--- src/rtl/display_scan_mux.sv ---
// rtl/display_scan_mux.sv - time-multiplexed 7-segment scan driver with status override and blink
module display_scan_mux #(
    parameter int DIGITS    = 4,
    parameter int SCAN_DIV  = 50000,
    parameter int BLINK_DIV = 25000000
) (
    input  logic                  clock,
    input  logic                  reset_n,
    input  logic [4*DIGITS-1:0]   entrada,
    input  logic [3:0]            estado,
    input  logic                  atualiza,
    input  logic                  apaga_zeros,
    output logic [6:0]            segmentos,
    output logic [DIGITS-1:0]     anodos,
    output logic [2:0]            digito_ativo
);

    localparam int SCAN_W  = $clog2(SCAN_DIV);
    localparam int BLINK_W = $clog2(BLINK_DIV);

    localparam logic [3:0] EST_TOTAL   = 4'b0110;
    localparam logic [3:0] EST_PARCIAL = 4'b1101;
    localparam logic [3:0] EST_FALHA   = 4'b1110;

    localparam logic [6:0] SEG_BLANK = 7'b1111111;
    localparam logic [6:0] SEG_S     = 7'b0100100;
    localparam logic [6:0] SEG_P     = 7'b0011000;
    localparam logic [6:0] SEG_F     = 7'b0111000;

    logic [4*DIGITS-1:0] shadow_dig;
    logic [3:0]          shadow_est;
    logic [SCAN_W-1:0]   scan_cnt;
    logic [BLINK_W-1:0]  blink_cnt;
    logic                phase_on;
    logic [2:0]          idx;

    logic [3:0]          cur_val;
    logic                above_zero;
    logic                blank_lz;
    logic                is_last;
    logic [6:0]          seg_next;
    logic [DIGITS-1:0]   an_next;

    function automatic logic [6:0] digit_pattern(input logic [3:0] v);
        case (v)
            4'd0:    digit_pattern = 7'b0000001;
            4'd1:    digit_pattern = 7'b1001111;
            4'd2:    digit_pattern = 7'b0010010;
            4'd3:    digit_pattern = 7'b0000110;
            4'd4:    digit_pattern = 7'b1001100;
            4'd5:    digit_pattern = 7'b0100100;
            4'd6:    digit_pattern = 7'b0100000;
            4'd7:    digit_pattern = 7'b0001111;
            4'd8:    digit_pattern = 7'b0000000;
            4'd9:    digit_pattern = 7'b0000100;
            default: digit_pattern = 7'b1111110;
        endcase
    endfunction

    always_ff @(posedge clock or negedge reset_n) begin
        if (!reset_n) begin
            shadow_dig <= '0;
            shadow_est <= 4'b0000;
        end else if (atualiza) begin
            shadow_dig <= entrada;
            shadow_est <= estado;
        end
    end

    always_ff @(posedge clock or negedge reset_n) begin
        if (!reset_n) begin
            scan_cnt <= '0;
            idx      <= 3'd0;
        end else if (scan_cnt == SCAN_W'(SCAN_DIV - 1)) begin
            scan_cnt <= '0;
            idx      <= (idx == 3'(DIGITS - 1)) ? 3'd0 : idx + 3'd1;
        end else begin
            scan_cnt <= scan_cnt + 1'b1;
        end
    end

    // Counter and phase are pinned while not in falha so every entry starts lit.
    always_ff @(posedge clock or negedge reset_n) begin
        if (!reset_n) begin
            blink_cnt <= '0;
            phase_on  <= 1'b1;
        end else if (shadow_est != EST_FALHA) begin
            blink_cnt <= '0;
            phase_on  <= 1'b1;
        end else if (blink_cnt == BLINK_W'(BLINK_DIV - 1)) begin
            blink_cnt <= '0;
            phase_on  <= ~phase_on;
        end else begin
            blink_cnt <= blink_cnt + 1'b1;
        end
    end

    always_comb begin
        cur_val    = 4'd0;
        above_zero = 1'b1;
        for (int k = 0; k < DIGITS; k++) begin
            if (3'(k) == idx)
                cur_val = shadow_dig[4*k +: 4];
            if (3'(k) > idx && shadow_dig[4*k +: 4] != 4'd0)
                above_zero = 1'b0;
        end
        blank_lz = apaga_zeros && (idx != 3'd0) && (cur_val == 4'd0) && above_zero;
        is_last  = (idx == 3'(DIGITS - 1));
    end

    always_comb begin
        seg_next = SEG_BLANK;
        case (shadow_est)
            EST_TOTAL:   seg_next = is_last ? SEG_S : SEG_BLANK;
            EST_PARCIAL: seg_next = is_last ? SEG_P : SEG_BLANK;
            EST_FALHA:   seg_next = (is_last && phase_on) ? SEG_F : SEG_BLANK;
            default:     seg_next = blank_lz ? SEG_BLANK : digit_pattern(cur_val);
        endcase
        an_next = ~(DIGITS'(1) << idx);
    end

    always_ff @(posedge clock or negedge reset_n) begin
        if (!reset_n) begin
            segmentos    <= SEG_BLANK;
            anodos       <= '1;
            digito_ativo <= 3'd0;
        end else begin
            segmentos    <= seg_next;
            anodos       <= an_next;
            digito_ativo <= idx;
        end
    end

endmodule

--- config.mk ---
export PLATFORM = sky130hd
export DESIGN_NAME = display_scan_mux
export DESIGN_NICKNAME = d
export VERILOG_FILES = /design/src/rtl/display_scan_mux.sv
export SDC_FILE = /design/constraint.sdc
export NUM_CORES = 1
export LEC_CHECK = 0
export ABC_AREA = 1
export BUFFER_PORTS_ARGS = -buffer_cell sky130_fd_sc_hd__buf_2
export CORE_ASPECT_RATIO = 1.75
export CORE_MARGIN = 5
export CORE_UTILIZATION = 54
export CTS_CLUSTER_SIZE = 28
export DETAILED_ROUTE_END_ITERATION = 7
export GPL_TIMING_DRIVEN = 0
export PLACE_DENSITY = 0.83
export SLEW_MARGIN = 5
export SYNTH_ARGS = -nofsm -noshare
export SYNTH_HDL_FRONTEND = slang
export SYNTH_SLANG_ARGS = --single-unit
--- constraint.sdc ---
create_clock -name clock -period 2.08 [get_ports clock]
set_clock_uncertainty 0.05 [all_clocks]
set_input_delay 0.52 -clock clock [delete_from_list [all_inputs] [get_ports clock]]
set_output_delay 0.52 -clock clock [all_outputs]
set_load 0.01 [all_outputs]
* Word-level counts from Yosys, hierarchy flattened
Memory sizes are Yosys's and may differ from the RTL's.
Cells that the tools add are included.
** Storage, ports and cells
- Flip-flop bits (word level) :: 79
- Bits in latches :: 0
- Bits in writable memories :: 0
- Bits in read-only memories :: 112
- Bits of input ports :: 24
- Output and inout port bits :: 14
- Word-level logic and storage cells :: 65
- Memories kept :: 1
** Memories
- (no name shown) :: depth 16, width 7, read ports 1, clocked after memory_dff 0, write ports 0, line 45 : case (v)
** Operators by class
- Add/subtract/negate cells :: 3
- $mul :: 0
- Div/mod/pow operators :: 0
- $lt $le $gt $ge :: 4
- Eq/ne operators :: 10
- Shift-type cells :: 1
- Multiplexer cells :: 19
- Bitwise operators :: 2
- Reduce and logical (&&, ||, !) cells :: 16
** Operator list (count)
- $mux 25 :: 2
- $mux 7 :: 4
- $add 25x1->25 const B :: 1
- $eq 25x25->1 const B :: 1
- $pmux 7 s3 :: 1
- $add 16x1->16 const B :: 1
- $eq 16x16->1 const B :: 1
- $mux 16 :: 1
- $mux 4 :: 4
- $reduce_bool 4->1 :: 4
- $eq 4x4->1 const B :: 2
- $logic_and 1x1->1 :: 8
- $eq 2x3->1 const A :: 2
- $gt 1x3->1 const A :: 2
- $gt 2x3->1 const A :: 2
- $mux 1 :: 6
- $eq 4x3->1 const B :: 1
- $logic_not 4->1 :: 1
- $ne 4x4->1 const B :: 1
- $not 4->4 :: 1
- $shl 1x3->4 const A :: 1
- $add 3x1->3 const B :: 1
- $eq 1x3->1 const A :: 1
- $eq 3x2->1 const B :: 1
- other kinds (5) :: 5

* Logic depth before layout (Yosys ltp)
Gate-level depths: netlist of run 1.
- Depth after elaboration :: 10
- Mapped depth :: 18
- Gate-level depth less buffers :: 17

* Least setup slack after synthesis of run 1
OpenSTA, ideal clock, no wires.
- Kind :: reg-to-reg
- From :: reg idx[0]
- To :: reg segmentos[2]
- Setup time :: 0.061 ns
- Arrival time :: 1.984 ns
- Data required time :: 1.969 ns
- Path slack :: -0.014 ns
- Stages on the path, launching flop included :: 16
- Buffers on the path :: 1
- Period minus slack after synthesis :: 2.094 ns
- Cell sequence :: dfrtp_1 -> buf_2 -> inv_1 -> ha_1 -> nand2_4 -> o21ai_1 -> inv_2 -> nand2_1 -> o21ai_2 -> ha_1 -> nand3_1 -> nor2_1 -> nand3_2 -> nand3_1 -> nand2_1 -> nand2_1
** Between the ends
- Cells in the longest elaborated chain, start to end :: 10
- Elaborated cells between the ends (all ways) :: 32
- Classes of those cells :: order compare (4); eq/ne (4); mux (12); reduce/logical (11); memory (1)
** RTL lines
- start: declaration :: line 35 : logic [2:0] idx;
- start signal: assignment :: line 76 : idx <= (idx == 3'(DIGITS - 1)) ? 3'd0 : idx + 3'd1;
- branches (longest 9 deep; another with $mem_v2 16x7)
- $pmux 7 s3 * :: line 113 : case (shadow_est)
- via seg_next[2] :: line 41 : logic [6:0] seg_next;
- end signal: assignment :: line 128 : segmentos <= seg_next;
- end: declaration :: line 13 : output logic [6:0] segmentos,
Mark *: on every way through the listed nets, which the timed path passes.
A chain may end at the register's enable or synchronous reset.

* Worst setup path after layout of run 1
- From :: reg idx[1]
- To :: reg segmentos[0]
Same word-level chain as after synthesis.

==> impl_metrics.json, run 1 <==
{
  "status": "finished, violations left",
  "violations": "setup timing",
  "r2r-start": "idx[1]",
  "ys_seq_area_share_pct": 45.50,
  "post_drt_via_cell_ratio": 5.708,
  "grt_pass1_wl_um": 16950,
  "mostFrequentLayoutCells": "91 x nand2_1, 67 x inv_1, 64 x dfrtp_1",
  "synth_top_family_by_area": "simple AND/OR/NAND/NOR gates",
  "place_hpwl_um": 7087,
  "wire_per_inst_um": 15.94,
  "ys_ff_latch": 79,
  "drive_gt1_share_pct": 29.95,
  "gp_congestion": 0.9221,
  "worst-path-buf-inv": 3,
  "top_usage_layer": "met2",
  "reg2reg_depth": 16,
  "arrival_ns": 2.40,
  "die_h_um": 129.1,
  "final_area_mm2": 0.005329,
  "area_growth_pct": 21.72,
  "maxSlewHeadroom_pct": 60.97,
  "coreArea_mm2": 0.007909,
  "vias": 3887,
  "leakagePower_nw": 2.485,
  "cts_tree": "done",
  "period_minus_slack_ns": 2.169,
  "finish.net_count": 623,
  "routed_wl_um": 10860,
  "cp-startpoint": "idx[1]",
  "syn_area_per_cell_um2": 8.307,
  "grtUsageMet1_pct": 21.97,
  "syn-cell-area_mm2": 0.004378,
  "path_max_fanout": 5,
  "path_cells": "inv_4 > ha_4 > inv_4 > nor2_4 > nand3_1 > nand2_1 > nand2_1 > nand2_2 > nand2_4 > inv_4 > ha_1 > nand3b_1 > nand3_1 > nand2_1 > nand2_1 > nand2_1",
  "grt_usage_pct": 20.82,
  "grt_use_met3_pct": 4.590,
  "drt-initial-drc-count": 386,
  "antenna_found_initial": 0,
  "p_total_mw": 3.687,
  "cts.clk_slew.worst_paths_ns": 0.06,
  "drc": 0,
  "met2_usage_pct": 37.16,
  "htree_levels": 3,
  "worstSetupEndpoint": "segmentos[0]",
  "crit_path_frequent_cell": "nand2_1",
  "end_kind": "flip-flop",
  "n_antenna_cell": 0,
  "synth-xor-area-share_pct": 1.801,
  "grt_overflow": 0,
  "critPathKind": "reg2reg",
  "synth_mux_area_share_pct": 2.829,
  "dieWidth_um": 78.07,
  "power.density_mw_per_mm2": 692.0,
  "worstSkewPairLatency_ns": 0.33,
  "required_ns": 2.31,
  "clock.fmax_mhz": 461.1,
  "synth_compound_area_share_pct": 6.030,
  "yosys.area_share.adder_pct": 3.715,
  "dieArea_mm2": 0.01008,
  "fin_crit_sh_pct": 104.3,
  "rrSetupSlack_ns": -0.09,
  "syn-num-nets": 564,
  "setup_violations": 6,
  "grt_pass1_vias": 3930,
  "critPathSlowestCell": "dfrtp_2",
  "place_area_mm2": 0.004696,
  "start_util_pct": 55.36,
  "rsz0062_at_grt": "true",
  "firstDrtPassIters": 5,
  "slew_violations": 0,
  "final_core_util_pct": 67.38,
  "synth-edff-count": 0,
  "setup.worst_path.start_class": "flip-flop",
  "async_reset_ff_share_pct": 100.0,
  "path_delay_family": "simple AND/OR/NAND/NOR gates",
  "synth.distinct_cells": 44,
  "ir_worst_vdd_mv": 0.5542,
  "hold_viol": 0,
  "final_common_cell": "nand2_1",
  "reg2reg_to": "segmentos[0]",
  "yosys_warnings": 0,
  "cts_buffers": 9,
  "slowest_delay_ns": 0.46,
  "ant_nets": 0,
  "cts.path.max_buffers": 2,
  "drv_cap": 0,
  "grt_max_degree": 42,
  "syn_inst": 527,
  "root_buffer": "clkbuf_16",
  "worst_slack_ns": -0.08876,
  "synth-main-ff-cell": "dfrtp_1",
  "pin_count": 38,
  "tightest_slew_ns": 0.5855,
  "hp-class": "in2async",
  "synth-simple-area-share_pct": 31.87,
  "worst-path-stages": 16,
  "portBuffers": 36,
  "rows": 43,
  "clkSinkCount": 79
}
## flip-flops by register name, indices dropped and copies added, names as in the netlist
name,count
anodos,4
blink_cnt,25
digito_ativo,3
idx,3
phase_on,1
scan_cnt,16
segmentos,7
shadow_dig,16
shadow_est,4
## layout make-up
cell class / count / area, um^2
multi-input combinational: 354 / 2227
fill: 582 / 2580
tap: 90 / 112.6
clock buffer: 13 / 270.3
timing repair buffer: 49 / 309.0
clock inverter: 3 / 40.04
inverter: 89 / 351.6
buffer: 4 / 22.52
sequential: 79 / 1996
## cell usage after synthesis, types with 3 or more instances
| cell | n | area share (%) |
|---|---|---|
| nor3b_2 | 3 | 0.86 |
| nor2_4 | 5 | 1.3 |
| o21ai_0 | 14 | 1.6 |
| a21oi_1 | 10 | 1.1 |
| dfstp_2 | 12 | 7.2 |
| xor2_1 | 7 | 1.4 |
| o21ai_2 | 3 | 0.60 |
| nor2_1 | 61 | 5.2 |
| nand2_4 | 4 | 1.0 |
| nor2_2 | 6 | 0.86 |
| nand4_1 | 10 | 1.4 |
| mux2_2 | 11 | 2.8 |
| o21ai_1 | 6 | 0.69 |
| a31oi_1 | 5 | 0.71 |
| nand3_2 | 3 | 0.69 |
| dfrtp_1 | 67 | 38 |
| nand3_1 | 40 | 4.6 |
| clkbuf_1 | 3 | 0.26 |
| ha_1 | 13 | 3.7 |
| nand2_2 | 5 | 0.71 |
| inv_2 | 18 | 1.5 |
| inv_1 | 70 | 6.0 |
| nor4_1 | 3 | 0.43 |
| nand2_1 | 97 | 8.3 |
| nor3_1 | 27 | 3.1 |
## power breakdown
group	total, mW	switching (mW)	internal (mW)
registers	1.66	0.0365	1.63
logic	0.414	0.260	0.154
clock network	1.61	0.586	1.02
total	3.69	0.883	2.80
## kinds of logic after synthesis
group                    count (synthesis)
multiplexers                            11
XOR/XNOR                                 9
AO/OA/AOI/OAI                           44
adder cells (fa/ha/maj)                 13
buffers and inverters                   94
flip-flops                              79
AND/OR/NAND/NOR                        277
## per-stage QoR
step                setup WS [ns]  hold WS, ns  cells  setup TNS [ns]
floorplan                 0.01121       0.1744    527               0
global placement          -0.2238       0.3905    653          -5.221
detailed placement        -0.2913       0.3954    654          -1.881
CTS                      0.005833       0.1329    676               0
global route              -0.1986       0.1543    681         -0.9231
finish                   -0.08876       0.1190    681         -0.2223
## worst min-delay path by stage
stage,start,end,slack [ns],cells past startpoint
2_1_floorplan,reset_n,blink_cnt[0],0.17,0
3_3_place_gp,idx[0],digito_ativo[0],0.39,0
3_5_place_dp,idx[0],digito_ativo[0],0.40,0
4_1_cts,reset_n,blink_cnt[17],0.13,1
5_1_grt,reset_n,blink_cnt[18],0.15,1
6_report,reset_n,blink_cnt[17],0.12,1
## metal layers
metal  vias up  wire length [um]
li1       1820                 -
met4         0               493
met5         -                 0
met3        45               567
met2       148              5896
met1      1874              3899
## timing repair
item                       in CTS  in global routing
hold buffers                    0                  0
setup buffers                   6                  6
pin swaps                       6                 11
setup endpoints to repair       7                  9
gates resized for setup        19                 36
gates cloned                    0                  0
No activity file was read; power rests on OpenSTA's default activity.
==> inputs of run 2 (changes only) <==
Settings changed: ABC_AREA 1 to 0, BUFFER_PORTS_ARGS -buffer_cell sky130_fd_sc_hd__buf_2 to -buffer_cell sky130_fd_sc_hd__buf_4, CORE_UTILIZATION 54 to 53, REMOVE_ABC_BUFFERS from default to 1.
==> run 2 against run 1 <==
Against the previous run: the run still ends with setup timing left; die area shrank 9.0%; critical path depth down 5; area after synthesis fell by 12%; critical endpoint is now segmentos[3]; largest power group is now the clock network.
==> impl_metrics.json, run 2 <==
{
  "gp_congestion": 0.9060,
  "hold-worst-slack_ns": 0.2630,
  "critPathKind": "reg2reg",
  "root_buffer": "clkbuf_16",
  "fin_crit_sh_pct": 121.8,
  "period_minus_slack_ns": 2.533,
  "p_total_mw": 3.784,
  "clkSinkCount": 79,
  "place_ws_ns": -1.311,
  "grt_pass1_vias": 3013,
  "synth-main-ff-cell": "dfrtp_1",
  "drive_gt1_share_pct": 33.41,
  "synth-xor-area-share_pct": 9.059,
  "yosysMostFrequentCell": "dfrtp_1",
  "worst-path-buf-inv": 2,
  "path_max_fanout": 6,
  "antenna_found_initial": 0,
  "status": "finished, violations left",
  "setup_violations": 7,
  "portBuffers": 37,
  "drc": 0,
  "pin_count": 38,
  "fill_cells": 510,
  "largest_reg_flops": 25,
  "clock.fmax_mhz": 394.8,
  "yosys_warnings": 0,
  "reg.largest.list": "blink_cnt: 25 flops, scan_cnt: 16 flops, shadow_dig: 16 flops",
  "drv_cap": 0,
  "yosys.area.top_type_share_pct": 43.35,
  "drt-initial-drc-count": 216,
  "syn_inst": 360,
  "synth_top_family_by_area": "simple AND/OR/NAND/NOR gates",
  "synth_compound_area_share_pct": 7.150,
  "leakagePower_nw": 2.121,
  "worstSkewPairLatency_ns": 0.34,
  "wire_per_inst_um": 17.42,
  "start_util_pct": 53.85,
  "grt_overflow": 0,
  "cts.clk_slew.worst_paths_ns": 0.06,
  "largest-register": "blink_cnt",
  "grt_pass1_wl_um": 14140,
  "firstDrtPassIters": 5,
  "violations": "setup timing",
  "mostFrequentLayoutCells": "64 x dfrtp_1, 52 x buf_4, 45 x nor2_1",
  "required_ns": 2.28,
  "yosys.area_share.adder_pct": 4.206,
  "n_antenna_cell": 0,
  "die_h_um": 123.0,
  "yosys-top-cells-area": "dfrtp_1 43%, dfstp_2 8.2%, xor2_1 6.1%, mux2_2 5.5%, nor2_1 4.6%",
  "area.sequential_mm2": 0.001996,
  "vias": 2920,
  "routed_wl_um": 8795,
  "cts_buffers": 9,
  "finish.net_count": 451,
  "syn_area_per_cell_um2": 10.74,
  "coreArea_mm2": 0.007182,
  "synth-edff-count": 0,
  "ant_nets": 0,
  "arrival_ns": 2.74,
  "dieArea_mm2": 0.009173,
  "tightest_slew_ns": 0.9626,
  "ys_ff_latch": 79,
  "hp-class": "in2async",
  "end_kind": "flip-flop",
  "path_delay_family": "compound AO/OA/AOI/OAI gates",
  "slowest_delay_ns": 0.45,
  "fin_setup_tns_ns": -2.833,
  "path_cells": "buf_6 > ha_4 > a311oi_2 > o41a_4 > ha_4 > nand4_1 > o32ai_2 > or2_4 > buf_6 > nor2_4 > a221oi_2",
  "ir_worst_vdd_mv": 0.6147,
  "ys_seq_area_share_pct": 51.50,
  "async_reset_ff_share_pct": 100.0,
  "grt_usage_pct": 20.38,
  "dieWidth_um": 74.58,
  "reg2reg_to": "segmentos[3]",
  "rows": 41,
  "r2r-start": "idx[1]",
  "syn-cell-area_mm2": 0.003867,
  "power.density_mw_per_mm2": 780.3,
  "multi_input_area_mm2": 0.001958,
  "reg2reg_depth": 11,
  "area_growth_pct": 25.40,
  "maxSlewHeadroom_pct": 35.82,
  "rrSetupSlack_ns": -0.45,
  "rsz0062_at_grt": "true",
  "final_common_cell": "dfrtp_1",
  "setup.worst_path.start_class": "flip-flop",
  "ctsHoldBuffers": 0,
  "place_hpwl_um": 5375,
  "htree_levels": 3,
  "synth_mux_area_share_pct": 6.050,
  "final_area_mm2": 0.004850,
  "synth.distinct_cells": 49,
  "grt_max_degree": 80,
  "hold_viol": 0,
  "cts_tree": "done",
  "critPathSlowestCell": "dfrtp_2",
  "place_area_mm2": 0.004195,
  "yosysTopAreaCell": "dfrtp_1",
  "worst_slack_ns": -0.4528,
  "slew_violations": 0,
  "post_drt_via_cell_ratio": 5.782,
  "cts.path.max_buffers": 2,
  "synth-simple-area-share_pct": 19.28,
  "synthTopCellsByCount": "67 x dfrtp_1, 47 x nor2_1, 27 x xor2_1"
}
[run 2: worst reg2reg max path, stage by stage, from the launching register on]
cell and delay (ns):
dfrtp_2 0.45, buf_6 0.15, ha_4 0.18, a311oi_2 0.33, o41a_4 0.23, ha_4 0.14
nand4_1 0.08, o32ai_2 0.25, or2_4 0.24, buf_6 0.12, nor2_4 0.03, a221oi_2 0.20
[run 2: report_power, final]
| group | leakage (nW) | switching [mW] | internal, mW |
|---|---|---|---|
| Sequential | 0.998 | 0.0466 | 1.63 |
| Clock | 0.156 | 0.611 | 1.08 |
| Combinational | 0.968 | 0.213 | 0.201 |
[run 2: logic make-up after synthesis]
kind of cell | Yosys count
and+or+nand+nor | 151
DFF | 79
xor gates and xnor gates | 40
AOI/OAI and AO/OA | 32
buffers and inverters | 24
muxes | 21
adders and majority gates | 13
[run 2: how the worst max path moves through the flow]
| stage | startpoint | endpoint | depth (start not counted) |
|---|---|---|---|
| 2_1_floorplan | idx[0] | segmentos[1] | 13 |
| 3_3_place_gp | idx[0] | segmentos[6] | 13 |
| 3_5_place_dp | idx[0] | segmentos[1] | 13 |
| 4_1_cts | idx[0] | segmentos[2] | 13 |
| 5_1_grt | idx[1] | segmentos[3] | 11 |
| 6_report | idx[1] | segmentos[3] | 11 |
[run 2: timing repair]
item                                    CTS  global route
endpoints found under the setup margin   32            33
pin swaps                                 9            13
setup buffers                            12             5
resized for setup                        32            19
[run 2: layout make-up]
cell class	instances	area share (%)
clock inverter	5	1.677
multi-input combinational	257	40.38
sequential	79	41.15
inverter	13	1.058
timing repair buffer	54	8.514
tap	86	2.219
clock buffer	11	5.005
[run 2: metrics by stage]
stage | cells | util, %
floorplan | 349 | -
global placement | 472 | 58.41
detailed placement | 472 | 58.41
CTS | 500 | 65.75
global route | 505 | 67.53
finish | 505 | 67.53
[run 2: layer usage]
| layer | GRT usage [%] | vias up | part of all wire [%] | wire length [um] |
|---|---|---|---|---|
| li1 | - | 1360 | - | - |
| met1 | 23.10 | 1456 | 38 | 3365 |
| met2 | 35.41 | 79 | 55 | 4871 |
| met3 | 4.150 | 25 | 3.5 | 306 |
| met4 | 10.24 | 0 | 2.9 | 252 |
| met5 | 0 | - | 0 | 0 |
==> inputs of run 3 (changes only) <==
Settings changed: ABC_AREA 0 to 1, CORE_UTILIZATION 53 to 54.
==> run 3 against run 2 <==
Against the previous run: the flow still finishes with violations (setup timing); cell count is 35% higher; die area increased by 9.9%; maximum frequency grew 16%; setup slack improved by 0.36 ns; sequential share of layout area shrank 4.3 points; design area up 12%; utilization rose by 1.0 points; count of clock-buffer cells in the layout rose by 2; largest power group is now sequential cells; highest routed layer unchanged.
==> impl_metrics.json, run 3 (synthesized netlist as in run 1, its figures left out) <==
{
  "drive_gt1_share_pct": 30.46,
  "antenna_found_initial": 0,
  "path_delay_family": "simple AND/OR/NAND/NOR gates",
  "cts.path.max_buffers": 2,
  "pin_count": 38,
  "leakagePower_nw": 2.516,
  "vias": 3910,
  "required_ns": 2.31,
  "gp_congestion": 0.8819,
  "start_util_pct": 55.36,
  "reg.largest.list": "blink_cnt: 25 flops, scan_cnt: 16 flops, shadow_dig: 16 flops",
  "ant_nets": 0,
  "cts_tree": "done",
  "portBuffers": 37,
  "rrSetupSlack_ns": -0.1,
  "hp-class": "in2async",
  "fin_crit_sh_pct": 104.6,
  "end_kind": "flip-flop",
  "coreArea_mm2": 0.007909,
  "htree_levels": 3,
  "root_buffer": "clkbuf_16",
  "clkSinkCount": 79,
  "cts.clk_slew.worst_paths_ns": 0.06,
  "clock.fmax_mhz": 459.6,
  "critPathKind": "reg2reg",
  "reg2reg_depth": 14,
  "setup_violations": 7,
  "worst-path-stages": 14,
  "placedCellCount": 649,
  "fin_setup_tns_ns": -0.4112,
  "slew_violations": 0,
  "wire_per_inst_um": 16.77,
  "grt_usage_pct": 20.11,
  "dieArea_mm2": 0.01008,
  "final_common_cell": "nand2_1",
  "largest_reg_flops": 25,
  "drt-initial-drc-count": 285,
  "firstDrtPassIters": 5,
  "grt_pass1_wl_um": 16390,
  "worst_slack_ns": -0.09583,
  "ctsHoldBuffers": 0,
  "worst-path-buf-inv": 5,
  "worstSkewPairLatency_ns": 0.34,
  "largest-register": "blink_cnt",
  "die_h_um": 129.1,
  "grt_max_degree": 80,
  "hold-worst-slack_ns": 0.2798,
  "rsz0062_at_grt": "true",
  "slowest_delay_ns": 0.45,
  "area_growth_pct": 23.84,
  "arrival_ns": 2.40,
  "tightest_slew_ns": 0.9729,
  "crit_path_frequent_cell": "inv_2",
  "final_cells": 681,
  "path_max_fanout": 6,
  "cts_buffers": 9,
  "post_drt_via_cell_ratio": 5.742,
  "status": "finished, violations left",
  "path_cells": "inv_2 > ha_4 > inv_2 > nor2_4 > buf_4 > buf_4 > inv_2 > nand3_1 > nand4_1 > nor2_4 > nand3_4 > nand3_1 > nand2_1 > nand2_1",
  "period_minus_slack_ns": 2.176,
  "grt_pass1_vias": 3821,
  "critPathSlowestCell": "dfrtp_2",
  "routed_wl_um": 11420,
  "dieWidth_um": 78.07,
  "drc": 0,
  "final_core_util_pct": 68.55,
  "drv_cap": 0,
  "violations": "setup timing",
  "worstSetupEndpoint": "segmentos[6]",
  "n_antenna_cell": 0,
  "grt_overflow": 0,
  "setup.worst_path.start_class": "flip-flop",
  "power.density_mw_per_mm2": 689.1,
  "cp-startpoint": "idx[1]",
  "hold_viol": 0,
  "reg2reg_to": "segmentos[6]",
  "ir_worst_vdd_mv": 0.5208,
  "finish.net_count": 623,
  "place_hpwl_um": 6759,
  "rows": 43,
  "maxSlewHeadroom_pct": 35.14,
  "r2r-start": "idx[1]",
  "mostFrequentLayoutCells": "89 x nand2_1, 67 x inv_1, 64 x dfrtp_1"
}
## run 3: cell types whose count changed in the layout (fill, tap and decap cells not counted), moves of 11 or more
cell     delta
nand2_1    +65
inv_1      +58
nor3_1     +24
xor2_1     -20
inv_2      +15
nor2_1     +14
and3_1     -11
xnor2_1    -11
## run 3: layout make-up
type | count | area [um^2]
multi-input cells | 354 | 2238
flip-flops and latches | 79 | 1996
repair buffers | 53 | 422.9
fillers | 542 | 2487
clock buffers | 13 | 270.3
well taps | 90 | 112.6
inverters | 89 | 341.6
clock inverters | 3 | 40.04
## run 3: worst min-delay path by stage
stage / endpoint / cells after the start
floorplan: blink_cnt[0] / 0
finish: blink_cnt[12] / 1
global route: shadow_est[0] / 3
global placement: blink_cnt[0] / 1
CTS: blink_cnt[13] / 1
detailed placement: blink_cnt[0] / 1
## run 3: per-layer routing
layer / vias to the layer above / routed length (um) / GRT usage, % / part of all wire (%)
li1: 1814 / - / - / -
met1: 1885 / 4093 / 21.67 / 36
met2: 161 / 6328 / 37.01 / 55
met3: 50 / 520 / 3.825 / 4.6
met4: 0 / 481 / 9.552 / 4.2
met5: - / 0 / 0 / 0
## run 3: repair_timing
action                                  4_1_cts  5_1_grt
buffers inserted                              7        9
resized for setup                             6       45
pin swaps                                     1       13
endpoints found under the setup margin        7        9
## run 3: metrics by stage
step / cell area (um^2) / worst slack (ns) / total power [mW]
final: 5421 / -0.09583 / 3.736
after global routing: 5421 / -0.2096 / 3.872
after CTS: 5116 / -0.005433 / 3.653
after detailed placement: 4741 / -0.3104 / 2.044
after global placement: 4741 / -0.2538 / 2.030
after floorplan: 4350 / -0.03698 / 1.883
## run 3: power breakdown
group / leakage (nW) / switching [mW] / internal (mW)
clock: 0.156 / 0.606 / 1.02
sequential: 1.00 / 0.0413 / 1.63
combinational: 1.36 / 0.255 / 0.183
total: 2.52 / 0.901 / 2.83
